**config.mk**
```make
export PLATFORM = sky130hd
export DESIGN_NAME = uart_tx_fifo
export DESIGN_NICKNAME = d
export VERILOG_FILES = /design/src/rtl/uart_pkg.sv /design/src/rtl/uart_fifo_ram.sv /design/src/rtl/uart_tx_fifo.sv
export SDC_FILE = /design/constraint.sdc
export NUM_CORES = 1
export LEC_CHECK = 0
export ABC_AREA = 1
export CAP_MARGIN = 10
export CELL_PAD_IN_SITES_DETAIL_PLACEMENT = 1
export CELL_PAD_IN_SITES_GLOBAL_PLACEMENT = 1
export CORE_MARGIN = 4
export CORE_UTILIZATION = 52
export DETAILED_ROUTE_END_ITERATION = 8
export GPL_ROUTABILITY_DRIVEN = 0
export PLACE_DENSITY = 0.86
export SYNTH_ARGS = -nofsm -noshare
export SYNTH_HDL_FRONTEND = slang
export SYNTH_SLANG_ARGS = --single-unit
```
**constraint.sdc**
```tcl
create_clock -name clk_i -period 5.6 [get_ports clk_i]
set_input_delay 1.4 -clock clk_i [delete_from_list [all_inputs] [get_ports clk_i]]
set_output_delay 1.4 -clock clk_i [all_outputs]
set_load 0.01 [all_outputs]
```
**src/rtl/uart_pkg.sv**
```systemverilog
// ---------------------------------------------------------------------------
// uart_pkg
// Shared types and constants for the UART transmit path.
//   uart_fifo_trig_e     : transmit interrupt threshold select (trig_lvl_i)
//   UART_FIFO_DEPTH_DEF  : default number of transmit FIFO entries
// ---------------------------------------------------------------------------
package uart_pkg;

  typedef enum logic [1:0] {
    TRIG_1_8 = 2'd0,
    TRIG_1_4 = 2'd1,
    TRIG_1_2 = 2'd2,
    TRIG_3_4 = 2'd3
  } uart_fifo_trig_e;

  localparam int UART_FIFO_DEPTH_DEF = 16;

endpackage

```
**src/rtl/uart_fifo_ram.sv**
```systemverilog
// ---------------------------------------------------------------------------
// uart_fifo_ram
// DEPTH x 8 register array: one synchronous write port, one asynchronous
// read port. Contents are not reset.
//   clk_i    : clock
//   we_i     : write enable
//   waddr_i  : write address
//   wdata_i  : write data
//   raddr_i  : read address
//   rdata_o  : read data (combinational from raddr_i)
// ---------------------------------------------------------------------------
module uart_fifo_ram #(
  parameter int DEPTH = 16,
  localparam int AW   = $clog2(DEPTH)
) (
  input  logic          clk_i,
  input  logic          we_i,
  input  logic [AW-1:0] waddr_i,
  input  logic [7:0]    wdata_i,
  input  logic [AW-1:0] raddr_i,
  output logic [7:0]    rdata_o
);

  logic [7:0] mem_q [DEPTH];

  always_ff @(posedge clk_i) begin
    if (we_i) begin
      mem_q[waddr_i] <= wdata_i;
    end
  end

  assign rdata_o = mem_q[raddr_i];

endmodule

```
**src/rtl/uart_tx_fifo.sv**
```systemverilog
// ---------------------------------------------------------------------------
// uart_tx_fifo
// Transmit byte buffer between the THR write path and uart_tx. Holds up to
// DEPTH bytes (one byte when lcr_fen_i is low), presents the head byte on the
// rdy/ack handshake, reports level/full/empty, flags pushes dropped while
// full and raises a level-based transmit interrupt.
//
// Build option: define UART_TX_FIFO_TRIG_EN to make tx_irq_o use the
// programmable threshold selected by trig_lvl_i; otherwise trig_lvl_i is
// ignored and tx_irq_o equals empty_o.
//
// Ports:
//   clk_i, rst_i          : clock, asynchronous active-high reset
//   lcr_fen_i             : FIFO enable (0 = single-entry holding register)
//   fifo_clr_i            : synchronous flush
//   wr_data_i, wr_en_i    : push byte / strobe
//   uart_tx_data_o        : head byte
//   uart_tx_data_rdy_o    : head byte valid
//   uart_tx_data_ack_i    : pop strobe from uart_tx
//   trig_lvl_i            : interrupt threshold select
//   level_o, full_o, empty_o : occupancy status
//   ovf_o, ovf_clr_i      : sticky overflow flag and its clear
//   tx_irq_o              : transmit interrupt
// ---------------------------------------------------------------------------
module uart_tx_fifo
  import uart_pkg::*;
#(
  parameter int DEPTH = UART_FIFO_DEPTH_DEF,
  localparam int LW   = $clog2(DEPTH) + 1
) (
  input  logic          clk_i,
  input  logic          rst_i,
  input  logic          lcr_fen_i,
  input  logic          fifo_clr_i,
  input  logic [7:0]    wr_data_i,
  input  logic          wr_en_i,
  output logic [7:0]    uart_tx_data_o,
  output logic          uart_tx_data_rdy_o,
  input  logic          uart_tx_data_ack_i,
  input  logic [1:0]    trig_lvl_i,
  output logic [LW-1:0] level_o,
  output logic          full_o,
  output logic          empty_o,
  output logic          ovf_o,
  input  logic          ovf_clr_i,
  output logic          tx_irq_o
);

  localparam int AW = $clog2(DEPTH);

  logic [AW-1:0] rptr_q, rptr_d;
  logic [AW-1:0] wptr_q, wptr_d;
  logic [LW-1:0] level_q, level_d;
  logic          ovf_q, ovf_d;
  // Registered copy of lcr_fen_i: capacity is taken from it so no status
  // output depends combinationally on the input, and a mismatch with the
  // live input marks a mode change that must flush.
  logic          fen_q;

  logic [LW-1:0] cap;
  logic          full, empty;
  logic          push, pop, flush;

  assign cap   = fen_q ? LW'(DEPTH) : LW'(1);
  assign full  = (level_q == cap);
  assign empty = (level_q == '0);

  assign pop   = uart_tx_data_ack_i && !empty;
  // A push while full still fits when the head leaves in the same cycle.
  assign push  = wr_en_i && (!full || pop);
  assign flush = fifo_clr_i || (lcr_fen_i != fen_q);

  always_comb begin
    rptr_d  = rptr_q;
    wptr_d  = wptr_q;
    level_d = level_q;
    if (flush) begin
      rptr_d  = '0;
      wptr_d  = '0;
      level_d = '0;
    end else begin
      if (push) wptr_d = wptr_q + AW'(1);
      if (pop)  rptr_d = rptr_q + AW'(1);
      case ({push, pop})
        2'b10:   level_d = level_q + LW'(1);
        2'b01:   level_d = level_q - LW'(1);
        default: level_d = level_q;
      endcase
    end
  end

  // Set has priority over clear. A push discarded by a flush is not counted
  // as an overflow.
  always_comb begin
    ovf_d = ovf_q;
    if (wr_en_i && full && !pop && !flush) begin
      ovf_d = 1'b1;
    end else if (ovf_clr_i) begin
      ovf_d = 1'b0;
    end
  end

  always_ff @(posedge clk_i or posedge rst_i) begin
    if (rst_i) begin
      rptr_q  <= '0;
      wptr_q  <= '0;
      level_q <= '0;
      ovf_q   <= 1'b0;
      fen_q   <= 1'b0;
    end else begin
      rptr_q  <= rptr_d;
      wptr_q  <= wptr_d;
      level_q <= level_d;
      ovf_q   <= ovf_d;
      fen_q   <= lcr_fen_i;
    end
  end

  uart_fifo_ram #(
    .DEPTH (DEPTH)
  ) u_ram (
    .clk_i   (clk_i),
    .we_i    (push && !flush),
    .waddr_i (wptr_q),
    .wdata_i (wr_data_i),
    .raddr_i (rptr_q),
    .rdata_o (uart_tx_data_o)
  );

  assign uart_tx_data_rdy_o = !empty;
  assign level_o            = level_q;
  assign full_o             = full;
  assign empty_o            = empty;
  assign ovf_o              = ovf_q;

`ifdef UART_TX_FIFO_TRIG_EN
  // Threshold select is registered so tx_irq_o is decoded purely from state.
  uart_fifo_trig_e trig_q;

  always_ff @(posedge clk_i or posedge rst_i) begin
    if (rst_i) begin
      trig_q <= TRIG_1_8;
    end else begin
      trig_q <= uart_fifo_trig_e'(trig_lvl_i);
    end
  end

  function automatic logic [LW-1:0] trig_thresh(input uart_fifo_trig_e t);
    case (t)
      TRIG_1_8: trig_thresh = LW'(DEPTH / 8);
      TRIG_1_4: trig_thresh = LW'(DEPTH / 4);
      TRIG_1_2: trig_thresh = LW'(DEPTH / 2);
      default:  trig_thresh = LW'((3 * DEPTH) / 4);
    endcase
  endfunction

  assign tx_irq_o = fen_q ? (level_q <= trig_thresh(trig_q)) : empty;
`else
  logic unused_trig;
  assign unused_trig = ^trig_lvl_i;
  assign tx_irq_o    = empty;
`endif

endmodule

```
==> results of run 1 <==
[how the worst max path moves through the flow]
stage | slack [ns] | start | cells after the start | endpoint
4_1_cts | 1.23 | rptr_q[1]$_DFFE_PP0P_ | 6 | uart_tx_data_o[5]
2_1_floorplan | 2.83 | wr_en_i | 13 | level_o[4]$_DFFE_PP0P_
5_1_grt | 1.10 | rptr_q[1]$_DFFE_PP0P_ | 6 | uart_tx_data_o[5]
6_report | 1.24 | rptr_q[1]$_DFFE_PP0P_ | 6 | uart_tx_data_o[5]
3_3_place_gp | 1.67 | lcr_fen_i | 6 | u_ram.mem_q[1][1]$_DFFE_PP_
3_5_place_dp | 1.56 | lcr_fen_i | 6 | u_ram.mem_q[0][1]$_DFFE_PP_
[area by class of cell]
class | count | area [sq um] | share of cell area (%)
tap | 147 | 184 | 2.52
multi-input combinational | 334 | 1880 | 25.7
timing repair buffer | 38 | 365 | 5.01
clock buffer | 26 | 499 | 6.84
clock inverter | 6 | 35.0 | 0.480
sequential | 143 | 4220 | 57.9
inverter | 29 | 115 | 1.58
[registers in the layout, summed over array words and instances, names as in the netlist]
name and count:
level_o 5, u_ram.mem_q 128, ovf_o 1, fen_q 1, rptr_q 4, wptr_q 4
[routing by layer]
| metal | wire [um] | share of wire, % | GRT usage [%] | up-vias |
|---|---|---|---|---|
| met5 | 0 | 0 | 0 | - |
| met4 | 249 | 1.5 | 9.49 | 0 |
| met3 | 1040 | 6.4 | 6.36 | 20 |
| met2 | 8550 | 52 | 42.0 | 137 |
| met1 | 6580 | 40 | 30.0 | 2116 |
| li1 | - | - | - | 1957 |
[power breakdown]
| group | switching (mW) | leakage [nW] | internal [mW] |
|---|---|---|---|
| Sequential | 0.0122 | 1.35 | 1.17 |
| Combinational | 0.166 | 0.909 | 0.0958 |
| Clock | 0.411 | 0.260 | 0.609 |
[synth_stat cells, types with 3 or more instances]
master    number
nor2_2         3
edfxtp_1     128
a21oi_1        7
xor2_1         4
ha_1           8
nand3_4        3
clkbuf_1      13
o211ai_1      32
o21ai_1       11
nor2_4        11
nor2_1        99
nand3_1       31
nand4_1        4
nand3b_1       3
nand3_2        6
inv_1         24
buf_2         11
dfrtp_1       15
o21ai_0       57
buf_4          3
nand2_1       46
[cells by family (layout without fill, tap and decap cells)]
group	count (synthesis)	in the layout	share of synthesized area (%)
buffers and inverters	60	99	4.51
XOR/XNOR	5	5	0.686
AO/OA/AOI/OAI	109	109	9.88
flip-flops	143	143	66.1
AND/OR/NAND/NOR	211	211	16.9
adder cells (fa/ha/maj)	9	9	1.88
[metrics by stage]
stage | power, mW | instance area (sq um) | setup slack [ns]
after floorplan | 1.37 | 6380 | 2.83
after global placement | 1.45 | 6760 | 1.67
after detailed placement | 1.47 | 6760 | 1.56
after CTS | 2.48 | 7300 | 1.23
after global routing | 2.56 | 7300 | 1.10
final | 2.47 | 7300 | 1.24
[worst register-to-register path, delay by kind of cell (launching register included)]
kind / cells / cell delay [ns]
simple gates: 4 / 1.41
flops: 1 / 0.42
buf+inv: 2 / 0.37
==> summary.txt, run 1 <==
CORE AREA = 12000 sq um
gr usage total = 24.6%
Total Wirelength = 16.4 mm
critical path class = reg -> out
Die Y = 119 um
fmax = 229 MHz
routed vias = 4230
max-cap viol count = 0
Ports = 35
final clock period utilization by the worst path = 77.9%
setup repair bufs after CTS = 0
Crit path max-delay family = buffers and inverters
minimum clock period = 4.36 ns
largest area contributor in the netlist = edfxtp_1
most common cell after layout, fill and taps aside = edfxtp_1
worst r2r path cells = 6
worst-margin pin slew = 0.964 ns
Seq/Total Area, Yosys = 66.1%
layout cells sized above 1 = 11.8%
P&R area growth vs syn = 14.3%
Hold-fix buffers, CTS = 0
Syn Area/Cell = 11.9 sq um
Critical Path Sink Type = primary output
Ant. Diodes = 0
Core Rows = 40
Post-CTS Resized = 0
CTS tree = done
worst min-delay path startpoint = ovf_o$_DFFE_PP0P_
Worst Path Required = 4.20 ns
worst hold endpoint = ovf_o$_DFFE_PP0P_
top-area cell type share of the netlist area = 60.2%
clock-pin slew on the worst setup and hold paths = 0.06 ns
ys flop type = edfxtp_1
Starting Density = 53.1%
Peak supply drop = 237 uV
top cells by area, synth = edfxtp_1, dfrtp_1, nor2_1
Syn. warnings = 0
DRT Pass-1 Iters = 5
drc violations = 0
CTS root buf = clkbuf_16
hpwl dp = 10.3 mm
flops & latches, synth = 143
clk sink count = 143
Worst Path Max Fanout = 42
initial antenna violation count = 0
Synth cell types = 35
GRT Residual Overflow = 0
LEAKAGE = 2.52 nW
Slew Viols, Final = 0
status = finished, final reports clean
CTS buffer count = 17
Final Util = 60.7%
RR Startpoint = fen_q$_DFF_PP0_
critical-path cell list = buf_4 > o21ai_0 > o211ai_1 > nand3_1 > nand2_1 > clkdlybuf4s50_1
Buf/Inv on CP = 2
critical path's largest stage delay = 0.88 ns
Hold WS = 0.541 ns
normalized max-slew margin = 35.5%
final hold vios = 0
crit path DAT = 2.96 ns
H-tree depth = 4
FILL cells = 1235
worst skew pair latency = 0.43 ns
Cells after Synth = 537
synthesized cell area = 6380 sq um
initial DRC count = 478
# setup viols final = 0
Setup crit start kind = flop
Avg WL per Cell = 22.7 um
Antenna Violating Nets Remaining = 0
hold depth = 2
number of synthesized flops with an enable pin = 128
largest net degree at the start of global routing = 71
Power Density = 338 nW/um^2
Die Width = 119 um
Clock Tree Buf Depth = 2
Vias/cell = 5.85
reg2reg setup slack = 3.03 ns
clk_skew = 0.00632 ns
Nets = 589
hold crit path type = reg -> reg
RSZ-0062 raised after global routing = false
setup_tns = 0 ns
global-route wire length before repair = 25.9 mm
Crit-path slowest cell = dfrtp_2
dpl cells = 691
IO buf count = 32
vias in the first global route = 4630
Die Area = 14100 sq um
Async SR Flop Fraction = 10.5%
Crit Reg-Reg Endpoint = u_ram.mem_q[2][4]$_DFFE_PP_
commonest cells after routing, fill and taps aside = edfxtp_1, nor2_1, o21ai_0, nand2_1
Post-Layout Cell Count = 723
Syn Nets = 563
Note: power is estimated with default switching activity, not from simulation.
==> inputs of run 2 (changes only) <==
--- a/config.mk
+++ b/config.mk
@@ -10,10 +10,10 @@
 export CELL_PAD_IN_SITES_DETAIL_PLACEMENT = 1
 export CELL_PAD_IN_SITES_GLOBAL_PLACEMENT = 1
 export CORE_MARGIN = 4
-export CORE_UTILIZATION = 52
+export CORE_UTILIZATION = 49
 export DETAILED_ROUTE_END_ITERATION = 8
 export GPL_ROUTABILITY_DRIVEN = 0
-export PLACE_DENSITY = 0.86
+export PLACE_DENSITY = 0.82
 export SYNTH_ARGS = -nofsm -noshare
 export SYNTH_HDL_FRONTEND = slang
 export SYNTH_SLANG_ARGS = --single-unit
==> constraint.sdc (replaced) <==
create_clock -name clk_i -period 4.5 [get_ports clk_i]
set_input_delay 1.125 -clock clk_i [delete_from_list [all_inputs] [get_ports clk_i]]
set_output_delay 1.125 -clock clk_i [all_outputs]
set_load 0.01 [all_outputs]
==> summary.txt, run 2 (synthesis results as in run 1) <==
hold crit path type = reg -> reg (unchanged)
GRT Residual Overflow = 0 (unchanged)
worst skew pair latency = 0.43 ns (about the same)
final hold vios = 0 (unchanged)
Buf/Inv on CP = 3 (was 2)
LEAKAGE = 2.55 nW (was 2.52 nW)
most common cell after layout, fill and taps aside = edfxtp_1 (unchanged)
CORE AREA = 12700 sq um (was 12000 sq um)
setup_tns = 0 ns (unchanged)
# setup viols final = 0 (unchanged)
DRT Pass-1 Iters = 5 (unchanged)
Ports = 35 (unchanged)
Antenna Violating Nets Remaining = 0 (unchanged)
max-cap viol count = 0 (unchanged)
CTS root buf = clkbuf_16 (unchanged)
largest net degree at the start of global routing = 71 (unchanged)
commonest cells after routing, fill and taps aside = edfxtp_1, nor2_1, o21ai_0, nand2_1 (unchanged)
Largest Register = u_ram.mem_q (unchanged)
fmax = 255 MHz
initial antenna violation count = 0 (unchanged)
P&R area growth vs syn = 15.2% (was 14.3%)
worst-margin pin slew = 0.733 ns (was 0.964 ns)
slack of the critical path = 0.582 ns (was 1.24 ns)
Die Y = 122 um (was 119 um)
CTS tree = done (unchanged)
IO buf count = 32 (unchanged)
Ant. Diodes = 0 (unchanged)
Clock Tree Buf Depth = 2 (unchanged)
setup repair bufs after CTS = 0 (unchanged)
normalized max-slew margin = 51.1% (was 35.5%)
initial DRC count = 490 (was 478)
H-tree depth = 4 (unchanged)
minimum clock period = 3.92 ns
Crit-path slowest cell = clkdlybuf4s50_1 (was dfrtp_2)
critical-path cell list = inv_2 > buf_12 > nor2_1 > nor2_1 > o21ai_0 > o211ai_1 > nand3_1 > nand2_1 > clkdlybuf4s50_1 (was buf_4 > o21ai_0 > o211ai_1 > nand3_1 > nand2_1 > clkdlybuf4s50_1)
drc violations = 0 (unchanged)
Sequential cell area = 4220 sq um (about the same)
Core Rows = 41 (was 40)
Nets = 595 (was 589)
flip-flop count of the largest register after layout = 128 (unchanged)
final clock period utilization by the worst path = 87.1%
Total Wirelength = 17.0 mm (was 16.4 mm)
Peak supply drop = 311 uV (was 237 uV)
gr usage total = 24.5% (was 24.6%)
Crit path max-delay family = buffers and inverters (unchanged)
vias in the first global route = 4786 (was 4630)
clk sink count = 143 (unchanged)
clk_skew = 0.0116 ns (was 0.00632 ns)
critical path's largest stage delay = 0.56 ns (was 0.88 ns)
FILL cells = 1316 (was 1235)
Avg WL per Cell = 22.5 um (was 22.7 um)
Hold-fix buffers, CTS = 0 (unchanged)
routed vias = 4359 (was 4230)
Vias/cell = 5.78 (was 5.85)
Critical Path Sink Type = primary output (unchanged)
Post-CTS Resized = 0 (unchanged)
Worst Path Max Fanout = 37 (was 42)
Worst Path Required = 3.38 ns (was 4.20 ns)
hpwl dp = 9.86 mm (was 10.3 mm)
Setup crit start kind = flop (unchanged)
Slew Viols, Final = 0 (unchanged)
Die Area = 14900 sq um (was 14100 sq um)
pre-CTS setup slack = 1.09 ns (was 1.56 ns)
Starting Density = 50.4% (was 53.1%)
global-route wire length before repair = 26.5 mm (was 25.9 mm)
multi-input logic area = 1880 sq um (unchanged)
Die Width = 122 um (was 119 um)
critical path class = reg -> out (unchanged)
layout cells sized above 1 = 11.5% (was 11.8%)
Power Density = 413 nW/um^2 (was 338 nW/um^2)
CP dominant cell by count = nor2_1
status = finished, final reports clean (unchanged)
RSZ-0062 raised after global routing = false (unchanged)
CTS buffer count = 17 (unchanged)
crit path DAT = 2.79 ns (was 2.96 ns)
clock-pin slew on the worst setup and hold paths = 0.05 ns (was 0.06 ns)
[run 2: per-stage QoR]
stage / cells / util (%) / power (mW) / hold WS, ns / area, sq um
after CTS: 754 / 58.0 / 3.05 / 0.559 / 7350
after global placement: 722 / 54.1 / 1.81 / 0.518 / 6850
after detailed placement: 722 / 54.1 / 1.83 / 0.546 / 6850
after global routing: 754 / 58.0 / 3.14 / 0.597 / 7350
after floorplan: 537 / - / 1.70 / 0.537 / 6380
final: 754 / 58.0 / 3.04 / 0.552 / 7350
[run 2: per-layer routing]
| layer | wire [um] | track usage [%] | vias up |
|---|---|---|---|
| met5 | 0 | 0 | - |
| met4 | 391 | 9.52 | 0 |
| met3 | 815 | 5.85 | 29 |
| met2 | 9000 | 43.4 | 129 |
| met1 | 6760 | 28.7 | 2239 |
| li1 | - | - | 1962 |
[run 2: where the power goes]
group	total, mW	internal (mW)	switching, mW
clock network	1.23	0.730	0.503
registers	1.47	1.46	0.0126
logic	0.329	0.121	0.207
total	3.04	2.31	0.723
[run 2: layout make-up]
cell class	count	area share (%)
clock buffers	29	6.67
clock inverters	3	0.187
inverters	29	1.57
multi-input cells	334	25.5
flip-flops and latches	143	57.4
well taps	172	2.93
repair buffers	44	5.75
[run 2: final timing paths]
check                      slack, ns                   start                      to  cells after the start
max                             0.58   rptr_q[0]$_DFFE_PP0P_       uart_tx_data_o[6]                      9
min                             0.55       ovf_o$_DFFE_PP0P_       ovf_o$_DFFE_PP0P_                      2
max reg2reg                     2.39  level_o[4]$_DFFE_PP0P_  level_o[4]$_DFFE_PP0P_                     13
min reg2reg                     0.55       ovf_o$_DFFE_PP0P_       ovf_o$_DFFE_PP0P_                      2
max in group asynchronous       2.97                   rst_i   rptr_q[0]$_DFFE_PP0P_                      2
min in group asynchronous       1.09                   rst_i   rptr_q[3]$_DFFE_PP0P_                      2
[run 2: tightest hold or removal path, cell delays in order, from the launching register on]
cell	delay (ns)
dfrtp_1	0.38
inv_1	0.06
o22ai_1	0.07
